File: config.mk
export PLATFORM = sky130hd
export DESIGN_NAME = bias_replay_fifo
export DESIGN_NICKNAME = d
export VERILOG_FILES = /design/src/rtl/bias_replay_fifo.sv
export SDC_FILE = /design/constraint.sdc
export NUM_CORES = 1
export LEC_CHECK = 0
export CORE_MARGIN = 4
export CORE_UTILIZATION = 63
export CTS_CLUSTER_DIAMETER = 150
export CTS_CLUSTER_SIZE = 40
export DETAILED_ROUTE_END_ITERATION = 10
export DONT_BUFFER_PORTS = 1
export PLACE_DENSITY = 0.9
export SKIP_CTS_REPAIR_TIMING = 1
export SYNTH_ARGS = -nofsm -noshare
export SYNTH_HDL_FRONTEND = slang
export SYNTH_SLANG_ARGS = --single-unit
File: constraint.sdc
create_clock -name clk -period 5.3 [get_ports clk]
set_input_delay 1.06 -clock clk [delete_from_list [all_inputs] [get_ports clk]]
set_output_delay 1.06 -clock clk [all_outputs]
set_load 0.005 [all_outputs]
File: src/rtl/bias_replay_fifo.sv
`default_nettype none
// ============================================================================
//  Module      : bias_replay_fifo
//  Description : Bias word buffer for the convolution datapath. Entries are
//                preloaded by address and committed with an explicit length,
//                then served either as a classic FIFO (consume) or as a
//                non-destructive circular stream over the committed set
//                (replay), so one bias set can feed every output tile.
//  Revision    : 1.0 - initial release
// ============================================================================
module bias_replay_fifo #(
    parameter int DATA_WIDTH = 32,
    parameter int DEPTH      = 16,
    parameter int ADDR_WIDTH = $clog2(DEPTH)
) (
    input  logic                  clk,
    input  logic                  rst,
    input  logic                  push,
    input  logic [DATA_WIDTH-1:0] data_in,
    input  logic                  pop,
    output logic [DATA_WIDTH-1:0] data_out,
    output logic                  out_valid,
    output logic                  last,
    output logic                  full,
    output logic                  empty,
    output logic [ADDR_WIDTH:0]   count,
    input  logic                  preload_en,
    input  logic [ADDR_WIDTH-1:0] preload_addr,
    input  logic [DATA_WIDTH-1:0] preload_data,
    input  logic                  preload_done,
    input  logic [ADDR_WIDTH:0]   preload_len,
    input  logic                  replay_en,
    output logic                  ovf,
    output logic                  udf
);

    localparam logic [ADDR_WIDTH:0] c_DEPTH_CNT    = (ADDR_WIDTH + 1)'(DEPTH);
    localparam logic                c_MODE_CONSUME = 1'b0;
    localparam logic                c_MODE_REPLAY  = 1'b1;

    logic [DATA_WIDTH-1:0] mem [DEPTH];

    logic [ADDR_WIDTH-1:0] rd_ptr_q,    rd_ptr_d;
    logic [ADDR_WIDTH-1:0] wr_ptr_q,    wr_ptr_d;
    logic [ADDR_WIDTH:0]   count_q,     count_d;
    logic                  mode_q,      mode_d;
    logic [DATA_WIDTH-1:0] data_out_q,  data_out_d;
    logic                  out_valid_q, out_valid_d;
    logic                  last_q,      last_d;
    logic                  ovf_q,       ovf_d;
    logic                  udf_q,       udf_d;

    logic                  w_gate;
    logic                  w_full;
    logic                  w_pop_ok;
    logic                  w_push_ok;
    logic                  w_at_end;
    logic [ADDR_WIDTH:0]   w_commit_len;

    assign w_full  = (count_q == c_DEPTH_CNT);

    // Preload and commit cycles own the buffer; push/pop are silently dropped.
    assign w_gate    = preload_en | preload_done;
    assign w_pop_ok  = pop & (count_q != '0) & ~w_gate;
    assign w_push_ok = push & ~w_gate & (mode_q == c_MODE_CONSUME) & (~w_full | w_pop_ok);

    // Replay wraps after the last committed entry rather than at DEPTH.
    assign w_at_end     = ({1'b0, rd_ptr_q} == (count_q - 1'b1));
    assign w_commit_len = (preload_len > c_DEPTH_CNT) ? c_DEPTH_CNT : preload_len;

    // Memory write port: preload has priority; pushes are blocked during reset.
    always_ff @(posedge clk) begin
        if (preload_en) begin
            mem[preload_addr] <= preload_data;
        end else if (w_push_ok && !rst) begin
            mem[wr_ptr_q] <= data_in;
        end
    end

    // Next-state logic for pointers, occupancy, mode, read data and flags.
    always_comb begin
        rd_ptr_d    = rd_ptr_q;
        wr_ptr_d    = wr_ptr_q;
        count_d     = count_q;
        mode_d      = mode_q;
        data_out_d  = data_out_q;
        out_valid_d = 1'b0;
        last_d      = 1'b0;
        ovf_d       = ovf_q;
        udf_d       = udf_q;

        if (preload_done) begin
            rd_ptr_d = '0;
            wr_ptr_d = w_commit_len[ADDR_WIDTH-1:0];
            count_d  = w_commit_len;
            mode_d   = replay_en ? c_MODE_REPLAY : c_MODE_CONSUME;
            ovf_d    = 1'b0;
            udf_d    = 1'b0;
        end else if (!preload_en) begin
            if (w_pop_ok) begin
                data_out_d  = mem[rd_ptr_q];
                out_valid_d = 1'b1;
                if (mode_q == c_MODE_REPLAY) begin
                    last_d   = w_at_end;
                    rd_ptr_d = w_at_end ? '0 : rd_ptr_q + 1'b1;
                end else begin
                    rd_ptr_d = rd_ptr_q + 1'b1;
                end
            end
            if (w_push_ok) begin
                wr_ptr_d = wr_ptr_q + 1'b1;
            end
            // Only consume-mode pops drain the buffer.
            case ({w_push_ok, w_pop_ok & (mode_q == c_MODE_CONSUME)})
                2'b10:   count_d = count_q + 1'b1;
                2'b01:   count_d = count_q - 1'b1;
                default: count_d = count_q;
            endcase
            ovf_d = ovf_q | (push & ~w_push_ok);
            udf_d = udf_q | (pop & ~w_pop_ok);
        end
    end

    // State register with synchronous reset; memory contents are not reset.
    always_ff @(posedge clk) begin
        if (rst) begin
            rd_ptr_q    <= '0;
            wr_ptr_q    <= '0;
            count_q     <= '0;
            mode_q      <= c_MODE_CONSUME;
            data_out_q  <= '0;
            out_valid_q <= 1'b0;
            last_q      <= 1'b0;
            ovf_q       <= 1'b0;
            udf_q       <= 1'b0;
        end else begin
            rd_ptr_q    <= rd_ptr_d;
            wr_ptr_q    <= wr_ptr_d;
            count_q     <= count_d;
            mode_q      <= mode_d;
            data_out_q  <= data_out_d;
            out_valid_q <= out_valid_d;
            last_q      <= last_d;
            ovf_q       <= ovf_d;
            udf_q       <= udf_d;
        end
    end

    assign data_out  = data_out_q;
    assign out_valid = out_valid_q;
    assign last      = last_q;
    assign count     = count_q;
    assign full      = w_full;
    assign empty     = (count_q == '0);
    assign ovf       = ovf_q;
    assign udf       = udf_q;

endmodule
`default_nettype wire

==> flow_results.xml, run 1 <==
<?xml version="1.0" encoding="UTF-8"?>
<metrics>
  <group name="timing">
    <metric name="fmax" unit="GHz">0.233</metric>
    <metric name="worst-slew-pin-transition" unit="ns">1.30</metric>
    <metric name="fin_tns_setup" unit="ns">0</metric>
    <metric name="count_of_final_setup_violators" unit="">0</metric>
    <metric name="max_slew_margin" unit="%">12.9</metric>
    <metric name="min_period_over_period" unit="%">80.9</metric>
    <metric name="hold_viol" unit="">0</metric>
    <metric name="final_max_slew_viol_count" unit="">0</metric>
    <metric name="clock-skew-final" unit="ns">0.0599</metric>
    <metric name="rsz0062_at_grt" unit="">no</metric>
    <metric name="time_the_final_worst_path_needs_with_i_o_delays_and_setup" unit="ns">4.29</metric>
  </group>
  <group name="setup_path">
    <metric name="critical_path_fanout_max" unit="">32</metric>
    <metric name="reg2reg_setup_slack" unit="ns">1.01</metric>
    <metric name="cp-start-kind" unit="">flip-flop</metric>
    <metric name="critical_path_s_slowest_cell" unit="">sky130_fd_sc_hd__nor2_4</metric>
    <metric name="worst_path_class_setup" unit="">reg2reg</metric>
    <metric name="max_stage_delay" unit="ns">1.08</metric>
    <metric name="timing.critical_path.to_type" unit="">flip-flop</metric>
    <metric name="worst-endpoint-required" unit="ns">5.42</metric>
    <metric name="worstPathArrival" unit="ns">4.41</metric>
    <metric name="cells_along_the_critical_path" unit="">inv_1 &gt; ha_1 &gt; and4bb_2 &gt; a211oi_4 &gt; a31oi_1 &gt; nor2_4</metric>
  </group>
  <group name="power_and_ir_drop">
    <metric name="power.static_leakage" unit="uW">0.00672</metric>
    <metric name="power_per_cell_area" unit="mW/mm2">313</metric>
    <metric name="worst_ir_drop_vdd" unit="mV">0.275</metric>
  </group>
  <group name="synth">
    <metric name="synthesized_net_count" unit="">1196</metric>
    <metric name="synth_enable_flop_cells" unit="">512</metric>
    <metric name="ys_ff_latch" unit="">562</metric>
    <metric name="synthesis.area_per_instance" unit="um2">19.7</metric>
    <metric name="synth_async_sr_flop_share" unit="%">0</metric>
    <metric name="synthFlopType" unit="">sky130_fd_sc_hd__edfxtp_1</metric>
    <metric name="synthesis.yosys.warnings" unit="">0</metric>
    <metric name="synthCells" unit="">1111</metric>
    <metric name="syn-cell-area" unit="mm2">0.0219</metric>
    <metric name="synth.yosys.seq_area_share" unit="%">74.9</metric>
    <metric name="synthDistinctLibCells" unit="">50</metric>
  </group>
  <group name="global_routing">
    <metric name="grt_first_pass_wirelength" unit="um">71800</metric>
    <metric name="grt_max_degree" unit="">81</metric>
    <metric name="grtUsageTotal" unit="%">25.1</metric>
    <metric name="via_count_of_the_first_global_routing_pass" unit="">11200</metric>
    <metric name="grt.overflow.total" unit="">0</metric>
    <metric name="number_of_antenna_violations_at_the_first_check_in_global_routing" unit="">0</metric>
  </group>
  <group name="cells_and_area">
    <metric name="layout_commonest_cell" unit="">sky130_fd_sc_hd__edfxtp_1</metric>
    <metric name="final_net_count" unit="">1152</metric>
    <metric name="layout.core_utilization" unit="%">67.6</metric>
    <metric name="final_cell_mix" unit="">sky130_fd_sc_hd__edfxtp_1 (512), sky130_fd_sc_hd__mux4_2 (128), sky130_fd_sc_hd__a21oi_1 (71), sky130_fd_sc_hd__a22oi_1 (64), sky130_fd_sc_hd__dfxtp_1 (48)</metric>
    <metric name="ff_latch_area" unit="mm2">0.0164</metric>
    <metric name="area_growth" unit="%">4.68</metric>
    <metric name="num_antenna_cells" unit="">0</metric>
    <metric name="multi_input_comb_area" unit="mm2">0.00526</metric>
    <metric name="fillerInstances" unit="">2053</metric>
    <metric name="layout-drive-gt1-share" unit="%">20.1</metric>
  </group>
  <group name="clocking">
    <metric name="clock_tree.buffer_depth" unit="">3</metric>
    <metric name="cts_made_buffers" unit="">18</metric>
    <metric name="cts_tree" unit="">done</metric>
    <metric name="clock_sink_count" unit="">562</metric>
    <metric name="cts_root_buffer" unit="">sky130_fd_sc_hd__clkbuf_16</metric>
    <metric name="cts_max_level" unit="">1</metric>
    <metric name="clkSlewWorstSetupHoldPaths" unit="ns">0.15</metric>
    <metric name="clk-insertion-delay-late" unit="ns">0.56</metric>
  </group>
  <group name="run">
    <metric name="cap_violations" unit="">0</metric>
  </group>
  <group name="outcome">
    <metric name="outcome" unit="">finished clean</metric>
  </group>
  <group name="detailed_routing">
    <metric name="wire_per_inst" unit="um">31.0</metric>
    <metric name="drtAntennaViolNets" unit="">0</metric>
    <metric name="drt-initial-drc-count" unit="">1372</metric>
    <metric name="post_detailed_route_drc_marker_count" unit="">0</metric>
    <metric name="drt_pre_antenna_iters" unit="">5</metric>
    <metric name="route.vias.total" unit="">10800</metric>
    <metric name="detail_route.vias_per_cell" unit="">7.08</metric>
    <metric name="detail_route.wirelength" unit="um">47400</metric>
  </group>
  <group name="place">
    <metric name="placement.io_buffers" unit="">0</metric>
    <metric name="gp_congestion" unit="">0.839</metric>
    <metric name="place_hpwl" unit="um">27200</metric>
  </group>
  <group name="floorplan">
    <metric name="die_x" unit="um">194</metric>
    <metric name="design.die.area" unit="mm2">0.0377</metric>
    <metric name="die_height" unit="um">194</metric>
    <metric name="top_level_pins" unit="">123</metric>
    <metric name="initial_core_util" unit="%">64.6</metric>
    <metric name="fp.coreArea" unit="mm2">0.0339</metric>
    <metric name="rows" unit="">67</metric>
  </group>
  <group name="min_path">
    <metric name="hold_path_class" unit="">reg2reg</metric>
  </group>
</metrics>
critical path: cells and delay by family (launching register included):
kind	cells	cell delay (ns)
compound gates	2	1.49
flops	1	0.57
simple gates	2	1.38
buf+inv	1	0.15
fa+ha+maj	1	0.24
Yosys cell counts, drive strengths merged, types with 3 or more instances:
master | number | area share (%)
inv | 10 | 0.17
ha | 5 | 0.29
nand2b | 4 | 0.13
nor2 | 62 | 1.1
a211oi | 4 | 0.19
dfxtp | 50 | 4.6
nand3 | 3 | 0.069
xor2 | 5 | 0.20
clkbuf | 44 | 0.76
a21oi | 73 | 1.8
a21o | 3 | 0.10
nor4 | 3 | 0.086
nand4 | 4 | 0.11
buf | 29 | 0.77
a22oi | 64 | 2.2
o211ai | 3 | 0.10
xnor2 | 5 | 0.20
a31oi | 13 | 0.37
nor2b | 3 | 0.086
edfxtp | 512 | 70
mux4 | 128 | 13
nor3 | 11 | 0.25
nor3b | 3 | 0.10
mux2 | 32 | 1.6
nand2 | 15 | 0.26
o311ai | 3 | 0.12
registers in the layout (all words and copies together) (netlist names):
name,cells
mem,512
data_out,32
count,5
rd_ptr_q,4
wr_ptr_q,4
last,1
mode_q,1
out_valid,1
ovf,1
udf,1
final cells by class:
class / count / share of cell area (%)
sequential: 562 / 71.6
multi-input combinational: 466 / 23.0
tap: 448 / 2.45
clock buffer: 30 / 2.26
timing repair buffer: 9 / 0.405
inverter: 10 / 0.164
clock inverter: 1 / 0.131
path summary, 6_finish.rpt:
path | startpoint | to | cells after the start
setup / recovery | count[0]$_SDFFE_PP0P_ | mem[1][11]$_DFFE_PP_ | 6
hold / removal | data_out[8]$_SDFFE_PP0P_ | data_out[8]$_SDFFE_PP0P_ | 2
setup reg to reg | count[0]$_SDFFE_PP0P_ | mem[1][11]$_DFFE_PP_ | 6
hold reg to reg | data_out[8]$_SDFFE_PP0P_ | data_out[8]$_SDFFE_PP0P_ | 2
cells by family after synthesis:
kind of cell	Yosys count	share of synthesized area, %
fa+ha+maj	5	0.286
simple gates	119	2.59
compound gates	171	5.25
mux	161	14.9
flops	562	74.9
xor+xnor	10	0.401
buf+inv	83	1.69
routing by layer:
| metal | track usage [%] | up-vias | share of wire, % |
|---|---|---|---|
| li1 | - | 4444 | - |
| met1 | 34.8 | 5679 | 37 |
| met2 | 43.3 | 606 | 53 |
| met3 | 3.94 | 80 | 8.2 |
| met4 | 5.23 | 0 | 2.3 |
| met5 | 0 | - | 0 |
stage by stage:
step | std cells | total power (uW) | worst slack, ns | cell area (um2) | hold WS [ns]
floorplan | 1111 | 5240 | 1.14 | 21900 | 0.479
global placement | 1495 | 5300 | 0.823 | 22300 | 0.502
detailed placement | 1495 | 5330 | 0.588 | 22300 | 0.516
CTS | 1526 | 7160 | 1.06 | 22900 | 0.538
global route | 1526 | 7360 | 0.796 | 22900 | 0.538
finish | 1526 | 7160 | 1.01 | 22900 | 0.540
where the power goes:
group / leakage (uW) / total, uW / switching (uW) / internal (uW)
sequential: 0.00503 / 4950 / 34.5 / 4920
clock: 0.000259 / 1930 / 1230 / 696
combinational: 0.00143 / 280 / 194 / 85.8
No activity file was read; power rests on OpenSTA's default activity.
==> inputs of run 2 (changes only) <==
Settings changed: ABC_AREA set to 1.
Clock period 5.3 ns to 4.09 ns, I/O delays scaled along.
==> flow_results.xml, run 2 <==
<?xml version="1.0" encoding="UTF-8"?>
<metrics>
  <group name="outcome">
    <metric name="outcome" unit="">finished clean</metric>
  </group>
  <group name="synth">
    <metric name="synth_top_family_by_area" unit="">simple AND/OR/NAND/NOR gates</metric>
    <metric name="yosysTopAreaCell" unit="">sky130_fd_sc_hd__edfxtp_1</metric>
    <metric name="synthSimpleGateAreaFrac" unit="%">13.8</metric>
    <metric name="synth.yosys.seq_area_share" unit="%">71.5</metric>
    <metric name="synth.top_cell.area_share" unit="%">67.1</metric>
    <metric name="syn-cell-area" unit="mm2">0.0229</metric>
    <metric name="synthesized_net_count" unit="">2054</metric>
    <metric name="synth_async_sr_flop_share" unit="%">0</metric>
    <metric name="synthDistinctLibCells" unit="">32</metric>
    <metric name="most_used_standard_cell_by_instance_count_after_synthesis" unit="">sky130_fd_sc_hd__edfxtp_1</metric>
    <metric name="post_synth_xor_xnor_area" unit="%">0.459</metric>
    <metric name="synth_enable_flop_cells" unit="">512</metric>
    <metric name="synth_compound_area_share" unit="%">10.6</metric>
    <metric name="yosys-mux-area-fraction" unit="%">0</metric>
    <metric name="synthesis.yosys.warnings" unit="">0</metric>
    <metric name="synthesis.area_per_instance" unit="um2">11.6</metric>
    <metric name="yosys-top-cells-count" unit="">sky130_fd_sc_hd__edfxtp_1 (512), sky130_fd_sc_hd__nor2_1 (485), sky130_fd_sc_hd__o21ai_0 (266)</metric>
    <metric name="synthCells" unit="">1969</metric>
    <metric name="yosys-top-cells-area" unit="">sky130_fd_sc_hd__edfxtp_1 (67%), sky130_fd_sc_hd__nor2_1 (7.9%), sky130_fd_sc_hd__o21ai_0 (5.8%), sky130_fd_sc_hd__dfxtp_1 (4.4%), sky130_fd_sc_hd__o211ai_1 (4.3%)</metric>
    <metric name="ys_ff_latch" unit="">562</metric>
    <metric name="yosys.area_share.adder" unit="%">0.273</metric>
    <metric name="synthFlopType" unit="">sky130_fd_sc_hd__edfxtp_1</metric>
  </group>
  <group name="min_path">
    <metric name="hold_path_class" unit="">in2reg</metric>
  </group>
  <group name="setup_path">
    <metric name="worst_setup_path_startpoint" unit="">count[0]$_SDFFE_PP0P_</metric>
    <metric name="worstSetupEndpoint" unit="">mem[1][18]$_DFFE_PP_</metric>
    <metric name="cp-start-kind" unit="">flip-flop</metric>
    <metric name="worstPathArrival" unit="ns">3.72</metric>
    <metric name="critical_path_fanout_max" unit="">21</metric>
    <metric name="rr_startpoint" unit="">count[0]$_SDFFE_PP0P_</metric>
    <metric name="worst-endpoint-required" unit="ns">4.37</metric>
    <metric name="timing.critical_path.to_type" unit="">flip-flop</metric>
    <metric name="worst_path_class_setup" unit="">reg2reg</metric>
    <metric name="capture_instance_of_the_worst_register_to_register_path" unit="">mem[1][18]$_DFFE_PP_</metric>
    <metric name="reg2reg_setup_slack" unit="ns">0.65</metric>
    <metric name="r2r.worst_path.cells" unit="">11</metric>
  </group>
  <group name="floorplan">
    <metric name="fp.coreArea" unit="mm2">0.0357</metric>
    <metric name="design.die.area" unit="mm2">0.0395</metric>
    <metric name="initial_core_util" unit="%">64.1</metric>
    <metric name="top_level_pins" unit="">123</metric>
    <metric name="die_x" unit="um">199</metric>
    <metric name="rows" unit="">69</metric>
    <metric name="die_height" unit="um">199</metric>
  </group>
  <group name="cells_and_area">
    <metric name="layout-drive-gt1-share" unit="%">5.12</metric>
    <metric name="num_antenna_cells" unit="">0</metric>
    <metric name="final_net_count" unit="">1988</metric>
    <metric name="final_cell_mix" unit="">sky130_fd_sc_hd__edfxtp_1 (512), sky130_fd_sc_hd__nor2_1 (469), sky130_fd_sc_hd__o21ai_0 (266), sky130_fd_sc_hd__nand2_1 (178), sky130_fd_sc_hd__o211ai_1 (131)</metric>
    <metric name="layout_commonest_cell" unit="">sky130_fd_sc_hd__edfxtp_1</metric>
    <metric name="final_design_area_no_fill" unit="mm2">0.0241</metric>
    <metric name="largest_register_ff_count" unit="">512</metric>
    <metric name="layout.core_utilization" unit="%">67.4</metric>
    <metric name="area_growth" unit="%">5.13</metric>
    <metric name="biggest_register" unit="">mem</metric>
  </group>
  <group name="timing">
    <metric name="time_the_final_worst_path_needs_with_i_o_delays_and_setup" unit="ns">3.44</metric>
    <metric name="clock-skew-final" unit="ns">0.0648</metric>
    <metric name="finalWorstSetupSlack" unit="ns">0.647</metric>
    <metric name="final_max_slew_viol_count" unit="">0</metric>
    <metric name="hold_viol" unit="">0</metric>
    <metric name="max_slew_margin" unit="%">26.3</metric>
    <metric name="worst-slew-pin-transition" unit="ns">1.10</metric>
    <metric name="rsz0062_at_grt" unit="">no</metric>
    <metric name="fin_tns_setup" unit="ns">0</metric>
    <metric name="count_of_final_setup_violators" unit="">0</metric>
    <metric name="fmax" unit="GHz">0.290</metric>
    <metric name="min_period_over_period" unit="%">84.2</metric>
  </group>
  <group name="clocking">
    <metric name="cts_made_buffers" unit="">18</metric>
    <metric name="clock_sink_count" unit="">562</metric>
    <metric name="clk-insertion-delay-late" unit="ns">0.57</metric>
    <metric name="cts_tree" unit="">done</metric>
    <metric name="cts_max_level" unit="">1</metric>
    <metric name="clock_tree.buffer_depth" unit="">3</metric>
    <metric name="clkSlewWorstSetupHoldPaths" unit="ns">0.14</metric>
    <metric name="cts_root_buffer" unit="">sky130_fd_sc_hd__clkbuf_16</metric>
  </group>
  <group name="global_routing">
    <metric name="grt_first_pass_wirelength" unit="um">83800</metric>
    <metric name="grtUsageTotal" unit="%">27.3</metric>
    <metric name="grt.overflow.total" unit="">0</metric>
    <metric name="number_of_antenna_violations_at_the_first_check_in_global_routing" unit="">0</metric>
    <metric name="via_count_of_the_first_global_routing_pass" unit="">15100</metric>
    <metric name="grt_max_degree" unit="">196</metric>
  </group>
  <group name="place">
    <metric name="gp_congestion" unit="">0.885</metric>
    <metric name="pre_cts_slack" unit="ns">0.455</metric>
    <metric name="place_hpwl" unit="um">31600</metric>
    <metric name="post_dp_cell_area" unit="mm2">0.0235</metric>
    <metric name="placement.io_buffers" unit="">0</metric>
  </group>
  <group name="power_and_ir_drop">
    <metric name="power.static_leakage" unit="uW">0.00793</metric>
    <metric name="worst_ir_drop_vdd" unit="mV">0.389</metric>
    <metric name="power_per_cell_area" unit="mW/mm2">394</metric>
  </group>
  <group name="detailed_routing">
    <metric name="top_signal_layer_used" unit="">met4</metric>
    <metric name="drt-initial-drc-count" unit="">2460</metric>
    <metric name="post_detailed_route_drc_marker_count" unit="">0</metric>
    <metric name="detail_route.vias_per_cell" unit="">6.43</metric>
    <metric name="drt_pre_antenna_iters" unit="">6</metric>
    <metric name="m1WireLength" unit="um">19700</metric>
    <metric name="detail_route.wirelength" unit="um">54600</metric>
    <metric name="route.vias.total" unit="">15300</metric>
    <metric name="met3_wirelength" unit="um">5410</metric>
    <metric name="drtAntennaViolNets" unit="">0</metric>
    <metric name="met2WireLength" unit="um">27600</metric>
    <metric name="wire_per_inst" unit="um">23.0</metric>
  </group>
  <group name="run">
    <metric name="cap_violations" unit="">0</metric>
  </group>
</metrics>
[run 2: cell types whose count changed in the layout (fill, tap and decap cells not counted), sizes merged, moves of 6 or more]
cell,change
o211ai,+128
mux4,-128
a31oi,-10
a22oi,-64
nor3,-10
nor2,+428
nand3,+112
o21ai,+269
a21oi,-67
mux2,-32
inv,+50
nand2,+165
buf,+31
xor2,+6
[run 2: worst min-delay path by stage]
stage          cells after the start                    to        startpoint  slack (ns)
6_report                           1  out_valid$_SDFF_PP0_               rst        0.32
5_1_grt                            1  out_valid$_SDFF_PP0_               rst        0.30
4_1_cts                            1  out_valid$_SDFF_PP0_               rst        0.31
3_5_place_dp                       2      ovf$_SDFFE_PP0N_  ovf$_SDFFE_PP0N_        0.50
3_3_place_gp                       2      ovf$_SDFFE_PP0N_  ovf$_SDFFE_PP0N_        0.50
2_1_floorplan                      2      ovf$_SDFFE_PP0N_  ovf$_SDFFE_PP0N_        0.46
[run 2: layer usage]
metal,GRT usage [%],vias to the layer above
li1,-,6808
met1,37.3,7354
met2,45.8,974
met3,3.39,138
met4,10.0,0
met5,0,-
[run 2: cells by family after synthesis]
| logic type | Yosys count |
|---|---|
| compound gates | 412 |
| simple gates | 790 |
| flops | 562 |
| fa+ha+maj | 5 |
| buf+inv | 188 |
| xor+xnor | 12 |
[run 2: final cells by class]
cell class,count,area [um2]
flip-flops and latches,562,16400
clock buffers,31,520
well taps,461,577
fillers,2369,11700
repair buffers,40,463
clock inverters,1,30.0
multi-input cells,1219,5860
inverters,62,239
[run 2: report_power, final]
part | internal [uW] | switching, uW | total (uW) | leakage, uW
clock | 906 | 1590 | 2500 | 0.000260
sequential | 6400 | 50.1 | 6450 | 0.00504
combinational | 131 | 401 | 532 | 0.00263
[run 2: per-stage QoR]
stage	total power, uW	hold WS [ns]	instances
detailed placement	7100	0.505	2344
finish	9480	0.315	2376
global route	9760	0.303	2376
global placement	7070	0.502	2344
floorplan	6920	0.461	1969
CTS	9470	0.307	2376
[run 2: worst max-delay path, stage by stage (launching register included)]
cell and delay [ns]:
sky130_fd_sc_hd__dfxtp_1 0.48, sky130_fd_sc_hd__inv_1 0.15, sky130_fd_sc_hd__ha_1 0.25, sky130_fd_sc_hd__nand3_2 0.13, sky130_fd_sc_hd__o21ai_4 0.12, sky130_fd_sc_hd__nor2_4 0.42, sky130_fd_sc_hd__buf_4 0.32, sky130_fd_sc_hd__nand2_1 0.09
sky130_fd_sc_hd__o21ai_2 0.07, sky130_fd_sc_hd__nand2_1 0.25, sky130_fd_sc_hd__nor2_4 0.59, sky130_fd_sc_hd__buf_12 0.26
==> inputs of run 3 (changes only) <==
Settings changed: CORE_UTILIZATION 63 to 57, PLACE_DENSITY 0.9 to 0.86.
Clock period 4.09 ns to 2.92 ns, I/O delays scaled along.
==> flow_results.xml, run 3 (same netlist as run 2, synthesis figures left out) <==
<?xml version="1.0" encoding="UTF-8"?>
<metrics>
  <group name="outcome">
    <metric name="outcome" unit="">finished clean</metric>
  </group>
  <group name="place">
    <metric name="placement.io_buffers" unit="">0</metric>
    <metric name="place_hpwl" unit="um">34500</metric>
    <metric name="gp_congestion" unit="">0.898</metric>
    <metric name="pre_cts_slack" unit="ns">0.0766</metric>
  </group>
  <group name="clocking">
    <metric name="cts_tree" unit="">done</metric>
    <metric name="clk-insertion-delay-late" unit="ns">0.57</metric>
    <metric name="cts_root_buffer" unit="">sky130_fd_sc_hd__clkbuf_16</metric>
    <metric name="cts_made_buffers" unit="">18</metric>
    <metric name="clkSlewWorstSetupHoldPaths" unit="ns">0.15</metric>
    <metric name="cts_max_level" unit="">1</metric>
    <metric name="clock_tree.buffer_depth" unit="">3</metric>
    <metric name="clock_sink_count" unit="">562</metric>
  </group>
  <group name="power_and_ir_drop">
    <metric name="worst_ir_drop_vdd" unit="mV">0.459</metric>
    <metric name="design_power_total" unit="uW">13300</metric>
    <metric name="power_per_cell_area" unit="mW/mm2">545</metric>
    <metric name="power.static_leakage" unit="uW">0.00808</metric>
  </group>
  <group name="global_routing">
    <metric name="grtUsageTotal" unit="%">25.1</metric>
    <metric name="grtUsageMet2" unit="%">42.7</metric>
    <metric name="grt_max_degree" unit="">150</metric>
    <metric name="number_of_antenna_violations_at_the_first_check_in_global_routing" unit="">2</metric>
    <metric name="grt.overflow.total" unit="">0</metric>
    <metric name="most_used_routing_layer" unit="">met2</metric>
    <metric name="grt_util_met3" unit="%">3.74</metric>
    <metric name="grt_use_met1" unit="%">33.1</metric>
    <metric name="via_count_of_the_first_global_routing_pass" unit="">14900</metric>
    <metric name="grt_first_pass_wirelength" unit="um">85400</metric>
  </group>
  <group name="floorplan">
    <metric name="rows" unit="">73</metric>
    <metric name="design.die.area" unit="mm2">0.0435</metric>
    <metric name="initial_core_util" unit="%">57.6</metric>
    <metric name="top_level_pins" unit="">123</metric>
    <metric name="die_x" unit="um">208</metric>
    <metric name="fp.coreArea" unit="mm2">0.0397</metric>
    <metric name="die_height" unit="um">208</metric>
  </group>
  <group name="timing">
    <metric name="final_max_slew_viol_count" unit="">0</metric>
    <metric name="max_slew_margin" unit="%">24.9</metric>
    <metric name="hold_viol" unit="">0</metric>
    <metric name="fmax" unit="GHz">0.354</metric>
    <metric name="rsz0062_at_grt" unit="">no</metric>
    <metric name="count_of_final_setup_violators" unit="">0</metric>
    <metric name="worst-slew-pin-transition" unit="ns">1.13</metric>
    <metric name="time_the_final_worst_path_needs_with_i_o_delays_and_setup" unit="ns">2.82</metric>
    <metric name="clock-skew-final" unit="ns">0.0634</metric>
    <metric name="min_period_over_period" unit="%">96.7</metric>
    <metric name="finalWorstSetupSlack" unit="ns">0.0957</metric>
  </group>
  <group name="cells_and_area">
    <metric name="area_growth" unit="%">6.84</metric>
    <metric name="largest_register_ff_count" unit="">512</metric>
    <metric name="biggest_register" unit="">mem</metric>
    <metric name="final_net_count" unit="">2010</metric>
    <metric name="final_cell_mix" unit="">sky130_fd_sc_hd__edfxtp_1 (512), sky130_fd_sc_hd__nor2_1 (469), sky130_fd_sc_hd__o21ai_0 (266), sky130_fd_sc_hd__nand2_1 (178), sky130_fd_sc_hd__o211ai_1 (131)</metric>
    <metric name="layout-drive-gt1-share" unit="%">6.35</metric>
    <metric name="fillerInstances" unit="">2872</metric>
    <metric name="layout_commonest_cell" unit="">sky130_fd_sc_hd__edfxtp_1</metric>
  </group>
  <group name="setup_path">
    <metric name="worstPathArrival" unit="ns">3.09</metric>
    <metric name="worst_path_class_setup" unit="">reg2reg</metric>
    <metric name="timing.critical_path.to_type" unit="">flip-flop</metric>
    <metric name="reg2reg_setup_slack" unit="ns">0.1</metric>
    <metric name="critical_path_fanout_max" unit="">32</metric>
    <metric name="cp-start-kind" unit="">flip-flop</metric>
    <metric name="worst-endpoint-required" unit="ns">3.18</metric>
  </group>
  <group name="detailed_routing">
    <metric name="detail_route.vias_per_cell" unit="">6.27</metric>
    <metric name="detail_route.wirelength" unit="um">56700</metric>
    <metric name="drtAntennaViolNets" unit="">0</metric>
    <metric name="post_detailed_route_drc_marker_count" unit="">0</metric>
    <metric name="drt-initial-drc-count" unit="">2220</metric>
    <metric name="drt_pre_antenna_iters" unit="">6</metric>
    <metric name="route.vias.total" unit="">15500</metric>
    <metric name="wire_per_inst" unit="um">23.0</metric>
  </group>
  <group name="min_path">
    <metric name="hold_path_class" unit="">in2reg</metric>
  </group>
  <group name="run">
    <metric name="cap_violations" unit="">0</metric>
  </group>
</metrics>
-- run 3: cell types whose count changed in the layout (fill, tap and decap cells not counted), sizes merged --
cell	previous run	this run
diode	0	3
buf	40	62
-- run 3: path summary, 6_finish.rpt --
check | from | to | depth (start not counted)
worst max-delay path | count[0]$_SDFFE_PP0P_ | mem[10][18]$_DFFE_PP_ | 11
worst min register to register | udf$_SDFFE_PP0N_ | udf$_SDFFE_PP0N_ | 2
worst max register to register | count[0]$_SDFFE_PP0P_ | mem[10][18]$_DFFE_PP_ | 11
worst min-delay path | rst | out_valid$_SDFF_PP0_ | 1
-- run 3: metrics by stage --
stage	hold slack (ns)	util, %	cells	setup TNS, ns	area, um2
finish	0.101	61.6	2465	0	24500
detailed placement	0.511	60.1	2427	0	23900
CTS	0.0794	61.5	2459	0	24400
global route	0.0663	61.6	2463	0	24500
global placement	0.502	60.1	2427	0	23900
floorplan	0.461	-	1969	-214.90	22900
-- run 3: where the power goes --
part | internal, uW | switching (uW)
Combinational | 203 | 574
Sequential | 8960 | 69.0
Clock | 1270 | 2260
-- run 3: worst max-delay path, stage by stage (launching register included) --
cell and delay [ns]:
sky130_fd_sc_hd__dfxtp_1 0.40, sky130_fd_sc_hd__inv_1 0.17, sky130_fd_sc_hd__ha_1 0.21, sky130_fd_sc_hd__nand3_2 0.14, sky130_fd_sc_hd__o21ai_4 0.29, sky130_fd_sc_hd__inv_2 0.06, sky130_fd_sc_hd__nand2_2 0.20, sky130_fd_sc_hd__nand2_1 0.10
sky130_fd_sc_hd__nand2_1 0.11, sky130_fd_sc_hd__nand3_1 0.34, sky130_fd_sc_hd__nor2_4 0.22, sky130_fd_sc_hd__buf_12 0.27
-- run 3: layout make-up --
| class | count | area, um2 | share of cell area (%) |
|---|---|---|---|
| well taps | 525 | 657 | 2.68 |
| inverters | 62 | 239 | 0.977 |
| repair buffers | 62 | 753 | 3.08 |
| multi-input cells | 1219 | 5880 | 24.0 |
| clock buffers | 31 | 520 | 2.13 |
| flip-flops and latches | 562 | 16400 | 67.0 |
| diodes | 3 | 7.51 | 0.0307 |
| clock inverters | 1 | 30.0 | 0.123 |
-- run 3: metal layers --
| layer | vias to the layer above | wire length (um) |
|---|---|---|
| met4 | 2 | 2380 |
| met2 | 993 | 28300 |
| li1 | 6867 | - |
| met3 | 187 | 5580 |
| met5 | - | 14 |
| met1 | 7417 | 20500 |
